<file path="src/rtl/ofmap_wb_pkg.sv">
// Shared types and constants for the ofmap writeback block.
// Latency: n/a (declarations only).
// Backpressure: n/a.
//
// Contents:
//   wb_state_t  job state machine encoding (IDLE, RUN, DRAIN, DONE)
//   ROW_WIDTH   packed row width for the default geometry
//   row_width() packed row width for any geometry
package ofmap_wb_pkg;

    typedef enum logic [1:0] {
        IDLE  = 2'd0,
        RUN   = 2'd1,
        DRAIN = 2'd2,
        DONE  = 2'd3
    } wb_state_t;

    localparam int PE_SIZE_DEF    = 14;
    localparam int DATA_WIDTH_DEF = 8;
    localparam int ROW_WIDTH      = DATA_WIDTH_DEF * PE_SIZE_DEF;

    function automatic int row_width(input int pe_size, input int data_width);
        return pe_size * data_width;
    endfunction

endpackage

</file>
<file path="src/rtl/ofmap_wb_fifo.sv">
// Synchronous fall-through FIFO holding aligned ofmap rows.
// Latency: a pushed entry is visible at head the cycle after the push edge.
// Backpressure: push on full is refused unless a pop happens in the same cycle.
//
// Ports:
//   clk, rst   clock, asynchronous active-high reset (clears pointers and storage)
//   push       write push_data this cycle
//   push_data  entry to write
//   pop        consume the head entry this cycle (ignored when empty)
//   head       current head entry (combinational read)
//   full       no free entries
//   empty      no stored entries
module ofmap_wb_fifo
    import ofmap_wb_pkg::*;
#(
    parameter int WIDTH = ROW_WIDTH,
    parameter int DEPTH = 4
) (
    input  logic             clk,
    input  logic             rst,
    input  logic             push,
    input  logic [WIDTH-1:0] push_data,
    input  logic             pop,
    output logic [WIDTH-1:0] head,
    output logic             full,
    output logic             empty
);

    localparam int PW = $clog2(DEPTH);

    logic [WIDTH-1:0] mem [DEPTH];
    // One extra pointer bit separates full from empty when the indices match.
    logic [PW:0]      wr_ptr;
    logic [PW:0]      rd_ptr;
    logic             do_push;
    logic             do_pop;

    assign empty   = (wr_ptr == rd_ptr);
    assign full    = (wr_ptr[PW] != rd_ptr[PW]) && (wr_ptr[PW-1:0] == rd_ptr[PW-1:0]);
    assign do_pop  = pop && !empty;
    // A pop frees the slot the push needs, so full with pop still accepts.
    assign do_push = push && (!full || do_pop);
    assign head    = mem[rd_ptr[PW-1:0]];

    always_ff @(posedge clk or posedge rst) begin
        if (rst) begin
            wr_ptr <= '0;
            rd_ptr <= '0;
            for (int i = 0; i < DEPTH; i++) begin
                mem[i] <= '0;
            end
        end else begin
            if (do_push) begin
                mem[wr_ptr[PW-1:0]] <= push_data;
                wr_ptr              <= wr_ptr + 1'b1;
            end
            if (do_pop) begin
                rd_ptr <= rd_ptr + 1'b1;
            end
        end
    end

endmodule

</file>
<file path="src/rtl/ofmap_writeback.sv">
// Deskews accumulator ofmap rows, optionally applies ReLU, buffers and writes them to GLB.
// Latency: ofmap_valid_i at cycle t gives glb_wren_o at t+PE_SIZE when glb_ready_i is high.
// Backpressure: input cannot stall; FIFO absorbs GLB stalls, rows arriving on a full FIFO are dropped (overflow_o).
//
// Build option: define OFMAP_WRITEBACK_RELU_EN to clamp negative (signed) elements to zero before buffering.
//
// Ports:
//   clk, rst        clock, asynchronous active-high reset
//   start_i         one-cycle job start (IDLE only); base_addr_i sampled with it
//   ofmap_row_i     skewed row, column j at [DATA_WIDTH*j +: DATA_WIDTH]
//   ofmap_valid_i   row flag aligned to column PE_SIZE-1
//   glb_wren_o      write request (FIFO not empty)
//   glb_addr_o      base + rows written so far, wrapping
//   glb_wdata_o     aligned row at FIFO head
//   glb_ready_i     GLB accepts the write this cycle
//   busy_o, done_o  job active / one-cycle completion pulse
//   overflow_o      sticky: an aligned row was dropped this job
module ofmap_writeback
    import ofmap_wb_pkg::*;
#(
    parameter int PE_SIZE    = 14,
    parameter int DATA_WIDTH = 8,
    parameter int ADDR_WIDTH = 16,
    parameter int ROW_NUM    = 70,
    parameter int FIFO_DEPTH = 4
) (
    input  logic                          clk,
    input  logic                          rst,
    input  logic                          start_i,
    input  logic [ADDR_WIDTH-1:0]         base_addr_i,
    input  logic [DATA_WIDTH*PE_SIZE-1:0] ofmap_row_i,
    input  logic                          ofmap_valid_i,
    output logic                          glb_wren_o,
    output logic [ADDR_WIDTH-1:0]         glb_addr_o,
    output logic [DATA_WIDTH*PE_SIZE-1:0] glb_wdata_o,
    input  logic                          glb_ready_i,
    output logic                          busy_o,
    output logic                          done_o,
    output logic                          overflow_o
);

    localparam int ROW_W = row_width(PE_SIZE, DATA_WIDTH);
    localparam int CNT_W = $clog2(ROW_NUM + 1);
    localparam logic [CNT_W-1:0] ROW_LAST = CNT_W'(ROW_NUM);

    wb_state_t             state;
    wb_state_t             state_nxt;
    logic [CNT_W-1:0]      issued_cnt;
    logic [ADDR_WIDTH-1:0] wr_cnt;
    logic [ADDR_WIDTH-1:0] base_addr;
    logic                  overflow;
    logic [PE_SIZE-2:0]    vld_pipe;
    logic [ROW_W-1:0]      aligned_row;
    logic [ROW_W-1:0]      push_row;
    logic                  aligned_vld;
    logic                  issue;
    logic                  start_job;
    logic                  fifo_full;
    logic                  fifo_empty;
    logic                  wr_accept;
    logic                  drop;

    // ------------------------------------------------------------------
    // Issue gate: only the first ROW_NUM flags seen while running count.
    // ------------------------------------------------------------------
    assign start_job = (state == IDLE) && start_i;
    assign issue     = ofmap_valid_i && (state == RUN) && (issued_cnt < ROW_LAST);

    // ------------------------------------------------------------------
    // Deskew: column j arrives PE_SIZE-1-j cycles after the flag, so it
    // is delayed j cycles to line up with the last column.
    // ------------------------------------------------------------------
    for (genvar j = 0; j < PE_SIZE; j++) begin : g_col
        if (j == 0) begin : g_pass
            assign aligned_row[DATA_WIDTH*j +: DATA_WIDTH] = ofmap_row_i[DATA_WIDTH*j +: DATA_WIDTH];
        end else begin : g_dly
            logic [DATA_WIDTH-1:0] stg [j];
            always_ff @(posedge clk or posedge rst) begin
                if (rst) begin
                    for (int k = 0; k < j; k++) begin
                        stg[k] <= '0;
                    end
                end else begin
                    stg[0] <= ofmap_row_i[DATA_WIDTH*j +: DATA_WIDTH];
                    for (int k = 1; k < j; k++) begin
                        stg[k] <= stg[k-1];
                    end
                end
            end
            assign aligned_row[DATA_WIDTH*j +: DATA_WIDTH] = stg[j-1];
        end
    end

    always_ff @(posedge clk or posedge rst) begin
        if (rst) begin
            vld_pipe <= '0;
        end else begin
            vld_pipe[0] <= issue;
            for (int k = 1; k < PE_SIZE - 1; k++) begin
                vld_pipe[k] <= vld_pipe[k-1];
            end
        end
    end

    assign aligned_vld = vld_pipe[PE_SIZE-2];

    // ------------------------------------------------------------------
    // Optional ReLU on the aligned row (combinational, no added latency).
    // ------------------------------------------------------------------
    always_comb begin
        push_row = aligned_row;
`ifdef OFMAP_WRITEBACK_RELU_EN
        for (int j = 0; j < PE_SIZE; j++) begin
            if (aligned_row[DATA_WIDTH*j + DATA_WIDTH - 1]) begin
                push_row[DATA_WIDTH*j +: DATA_WIDTH] = '0;
            end
        end
`endif
    end

    // ------------------------------------------------------------------
    // Row buffer and GLB write side.
    // ------------------------------------------------------------------
    ofmap_wb_fifo #(
        .WIDTH (ROW_W),
        .DEPTH (FIFO_DEPTH)
    ) u_fifo (
        .clk       (clk),
        .rst       (rst),
        .push      (aligned_vld),
        .push_data (push_row),
        .pop       (wr_accept),
        .head      (glb_wdata_o),
        .full      (fifo_full),
        .empty     (fifo_empty)
    );

    assign wr_accept  = !fifo_empty && glb_ready_i;
    // On a full FIFO the row survives only if the head leaves this cycle.
    assign drop       = aligned_vld && fifo_full && !wr_accept;
    assign glb_wren_o = !fifo_empty;
    assign glb_addr_o = base_addr + wr_cnt;
    assign overflow_o = overflow;

    always_ff @(posedge clk or posedge rst) begin
        if (rst) begin
            base_addr  <= '0;
            issued_cnt <= '0;
            wr_cnt     <= '0;
            overflow   <= 1'b0;
        end else if (start_job) begin
            base_addr  <= base_addr_i;
            issued_cnt <= '0;
            wr_cnt     <= '0;
            overflow   <= 1'b0;
        end else begin
            if (issue) begin
                issued_cnt <= issued_cnt + 1'b1;
            end
            if (wr_accept) begin
                wr_cnt <= wr_cnt + 1'b1;
            end
            if (drop) begin
                overflow <= 1'b1;
            end
        end
    end

    // ------------------------------------------------------------------
    // Job state machine.
    // ------------------------------------------------------------------
    always_ff @(posedge clk or posedge rst) begin
        if (rst) begin
            state <= IDLE;
        end else begin
            state <= state_nxt;
        end
    end

    always_comb begin
        state_nxt = state;
        case (state)
            IDLE:    if (start_i) state_nxt = RUN;
            RUN:     if (issued_cnt == ROW_LAST) state_nxt = DRAIN;
            // Rows still in the deskew pipe will land in the FIFO, so both must be empty.
            DRAIN:   if ((vld_pipe == '0) && fifo_empty) state_nxt = DONE;
            DONE:    state_nxt = IDLE;
            default: state_nxt = IDLE;
        endcase
    end

    always_comb begin
        busy_o = (state != IDLE);
        done_o = (state == DONE);
    end

endmodule

</file>
<file path="config.mk">
export PLATFORM = sky130hd
export DESIGN_NAME = ofmap_writeback
export DESIGN_NICKNAME = d
export VERILOG_FILES = /design/src/rtl/ofmap_wb_pkg.sv /design/src/rtl/ofmap_wb_fifo.sv /design/src/rtl/ofmap_writeback.sv
export SDC_FILE = /design/constraint.sdc
export NUM_CORES = 2
export LEC_CHECK = 0
export CORE_MARGIN = 8
export CORE_UTILIZATION = 63
export CTS_CLUSTER_DIAMETER = 150
export DETAILED_ROUTE_END_ITERATION = 8
export PLACE_DENSITY = 0.9
export SYNTH_ARGS = -nofsm -noshare
export SYNTH_HDL_FRONTEND = slang
export SYNTH_HIERARCHICAL = 1
export SYNTH_SLANG_ARGS = --single-unit
</file>
<file path="constraint.sdc">
create_clock -name clk -period 52.4 [get_ports clk]
set_input_delay 10.48 -clock clk [delete_from_list [all_inputs] [get_ports clk]]
set_output_delay 10.48 -clock clk [all_outputs]
set_load 0.005 [all_outputs]
</file>
==> impl_metrics.tcl <==
set metrics [dict create \
    status "finished, final reports clean" \
    synth_nets 2304 \
    cp.required_ns 41.92 \
    drive_above_1_share_pct 27.3 \
    avgSynthCellArea_um2 19.1 \
    synth_warnings 6 \
    postCtsResizedCells 0 \
    synthCells 2142 \
    rr_worst_depth 9 \
    synth-main-ff-cell "dfrtp_1" \
    cts_hold_buf 0 \
    n_fill_cell 3208 \
    peakVddDrop_v 0.0000460 \
    ios 265 \
    dpl.hpwl_um 48400 \
    antenna_found_initial 3 \
    cts_tree "done" \
    max_slew_margin_pct 19.0 \
    final_cell_mix "dfrtp_1 (1,235), mux2_2 (362), clkdlybuf4s50_1 (264)" \
    hold_path_class "flip-flop to flip-flop" \
    setup_violations 0 \
    syn_to_final_growth_pct 18.1 \
    power.density_mw_per_mm2 60.1 \
    overflow 0 \
    synth_area_mm2 0.0410 \
    fmax_ghz 0.0702 \
    vias 19500 \
    root_buffer "clkbuf_16" \
    setup_tns_ns 0 \
    cts_setup_buffers 0 \
    cts_max_level 3 \
    fp.coreArea_mm2 0.0643 \
    clock_sinks 1237 \
    final-hold-violation-count 0 \
    viasPerCell 5.72 \
    synth-edff-count 0 \
    clkTransAtPathRegs_ns 0.07 \
    synth.area.top_cells "dfrtp_1 (76%), mux2_2 (9.9%), mux4_2 (6.2%)" \
    drt_iter0_markers 1216 \
    grt_max_degree 208 \
    critical_path.startpoint_type "flip-flop" \
    final_max_slew_viol_count 0 \
    rrSetupSlack_ns 47.10 \
    yosysSeqAreaShare_pct 75.5 \
    die_w_um 271 \
    drt_first_pass_iters 5 \
    drc 0 \
    regToRegEndpoint "u_fifo/mem[134]" \
    ant_nets 0 \
    layout_commonest_cell "dfrtp_1" \
    clock_latency_ns 0.67 \
    synth_top_area_share_pct 75.5 \
    min_period_ns 14.24 \
    drt-total-wl_um 85100 \
    critPathArrivalTime_ns 3.76 \
    worstMarginPinSlew_ns 1.22 \
    final_cell_area_mm2 0.0484 \
    dpl_cell_area_mm2 0.0445 \
    grt_pass1_vias 23000 \
    synth.distinct_cells 54 \
    synth_seq_cells 1237 \
    end_kind "output port" \
    die_h_um 271 \
    worstSetupPathType "flip-flop to output port" \
    wl_per_cell_um 24.9 \
    post-synth-top-area-cell "dfrtp_1" \
    dieArea_mm2 0.0735 \
    drv_cap 0 \
    io_buffers 264 \
    worstReg2RegStart "u_fifo/rd_ptr[1]" \
    clockBufferDepth 3 \
    worst-path-max-fanout 39 \
    finalWeightedCongestion 0.842 \
    rsz0062_at_grt "no" \
    power_leakage_uw 0.0217 \
    worstSetupStartpoint "u_fifo/rd_ptr[1]" \
    detailedPlace.worstSlack_ns 37.42 \
    grt_pass1_wl_um 136000 \
    finalNetCount 2628 \
    fin_ws_ns 38.16 \
    min_period_over_period_pct 27.2 \
    rows 93 \
    clock_skew_ns 0.0264 \
    numCtsBuffers 113 \
    async_flop_share_pct 100 \
    grt_usage_pct 23.8 \
    start_util_pct 63.7 \
    hold_depth 0 \
    crit_end "glb_wren_o" \
]
cells in the mapped netlist (all sizes together) (9+ instances only):
cell type and n:
dfrtp 1237, mux2 467, mux4 112, buf 70, nor2 30, ha 28
xnor2 25, a21oi 20, inv 18, nand2 15, o21ai 13, clkbuf 12
xor2 12, nand4 9
metal layers:
metal  share of wire (%)  track usage [%]  vias up
met5                   0                0        -
met4                 3.5             9.30        0
met1                  38             29.3    10600
met3                 4.9             4.27      185
met2                  54             41.9      558
li1                    -                -     8150
sequential cells by signal (all words and copies together), names as in the netlist:
| signal | cells |
|---|---|
| base_addr | 16 |
| u_fifo/mem | 448 |
| state | 2 |
| wr_cnt | 16 |
| u_fifo/rd_ptr | 3 |
| overflow_o | 1 |
| issued_cnt | 7 |
| aligned_row | 96 |
| u_fifo/wr_ptr | 3 |
| g_col.g_dly.stg | 632 |
| vld_pipe | 13 |
critical path, stage by stage (launching register included):
cell,delay (ns)
dfrtp_4,0.81
buf_4,0.71
xor2_4,0.27
or2_2,0.37
nor2_1,0.25
inv_1,0.12
clkdlybuf4s50_1,0.50
cell families (layout without fill, tap and decap cells):
kind of cell             after synthesis  count (layout)  share of synthesized area, %
flip-flops                          1237            1237                          75.5
multiplexers                         580             580                          19.0
adder cells (fa/ha/maj)               29              29                         0.904
AO/OA/AOI/OAI                         64              64                          1.22
buffers and inverters                100             516                          1.30
other                                  0               2                             0
XOR/XNOR                              37              37                         0.901
AND/OR/NAND/NOR                       95              95                          1.14
how the worst min path moves through the flow:
stage | from | end | slack [ns]
final | g_col[11].g_dly.stg[54] | g_col[11].g_dly.stg[46] | 0.34
after global routing | g_col[11].g_dly.stg[54] | g_col[11].g_dly.stg[46] | 0.34
after CTS | g_col[11].g_dly.stg[54] | g_col[11].g_dly.stg[46] | 0.32
after detailed placement | g_col[12].g_dly.stg[12] | aligned_row[100] | 0.33
after global placement | g_col[10].g_dly.stg[74] | g_col[10].g_dly.stg[66] | 0.33
after floorplan | g_col[12].g_dly.stg[12] | aligned_row[100] | 0.33
power by group:
group          internal [uW]  leakage, uW  switching, uW  total, uW
Clock                    495      0.00192            352        847
Sequential              1160       0.0149            133       1290
Combinational            456      0.00490            314        770
cell type report:
cell class	instances	area, um^2	area share, %
clock buffers	173	3410	7.05
multi-input cells	805	9510	19.6
well taps	855	1070	2.21
flip-flops and latches	1237	31000	64.0
inverters	18	82.6	0.171
repair buffers	291	2870	5.93
diodes	2	5.00	0.0103
clock inverters	34	497	1.03
metrics by stage:
stage / utilization [%] / hold WS (ns) / std cells / power, uW
6_report: 75.2 / 0.337 / 3415 / 2910
5_1_grt: 75.2 / 0.344 / 3415 / 3040
4_1_cts: 75.2 / 0.325 / 3413 / 2940
3_5_place_dp: 69.1 / 0.335 / 3206 / 2070
3_3_place_gp: 69.1 / 0.331 / 3206 / 2000
2_1_floorplan: - / 0.331 / 2142 / 1700
Power figures use the tool's default switching activity.
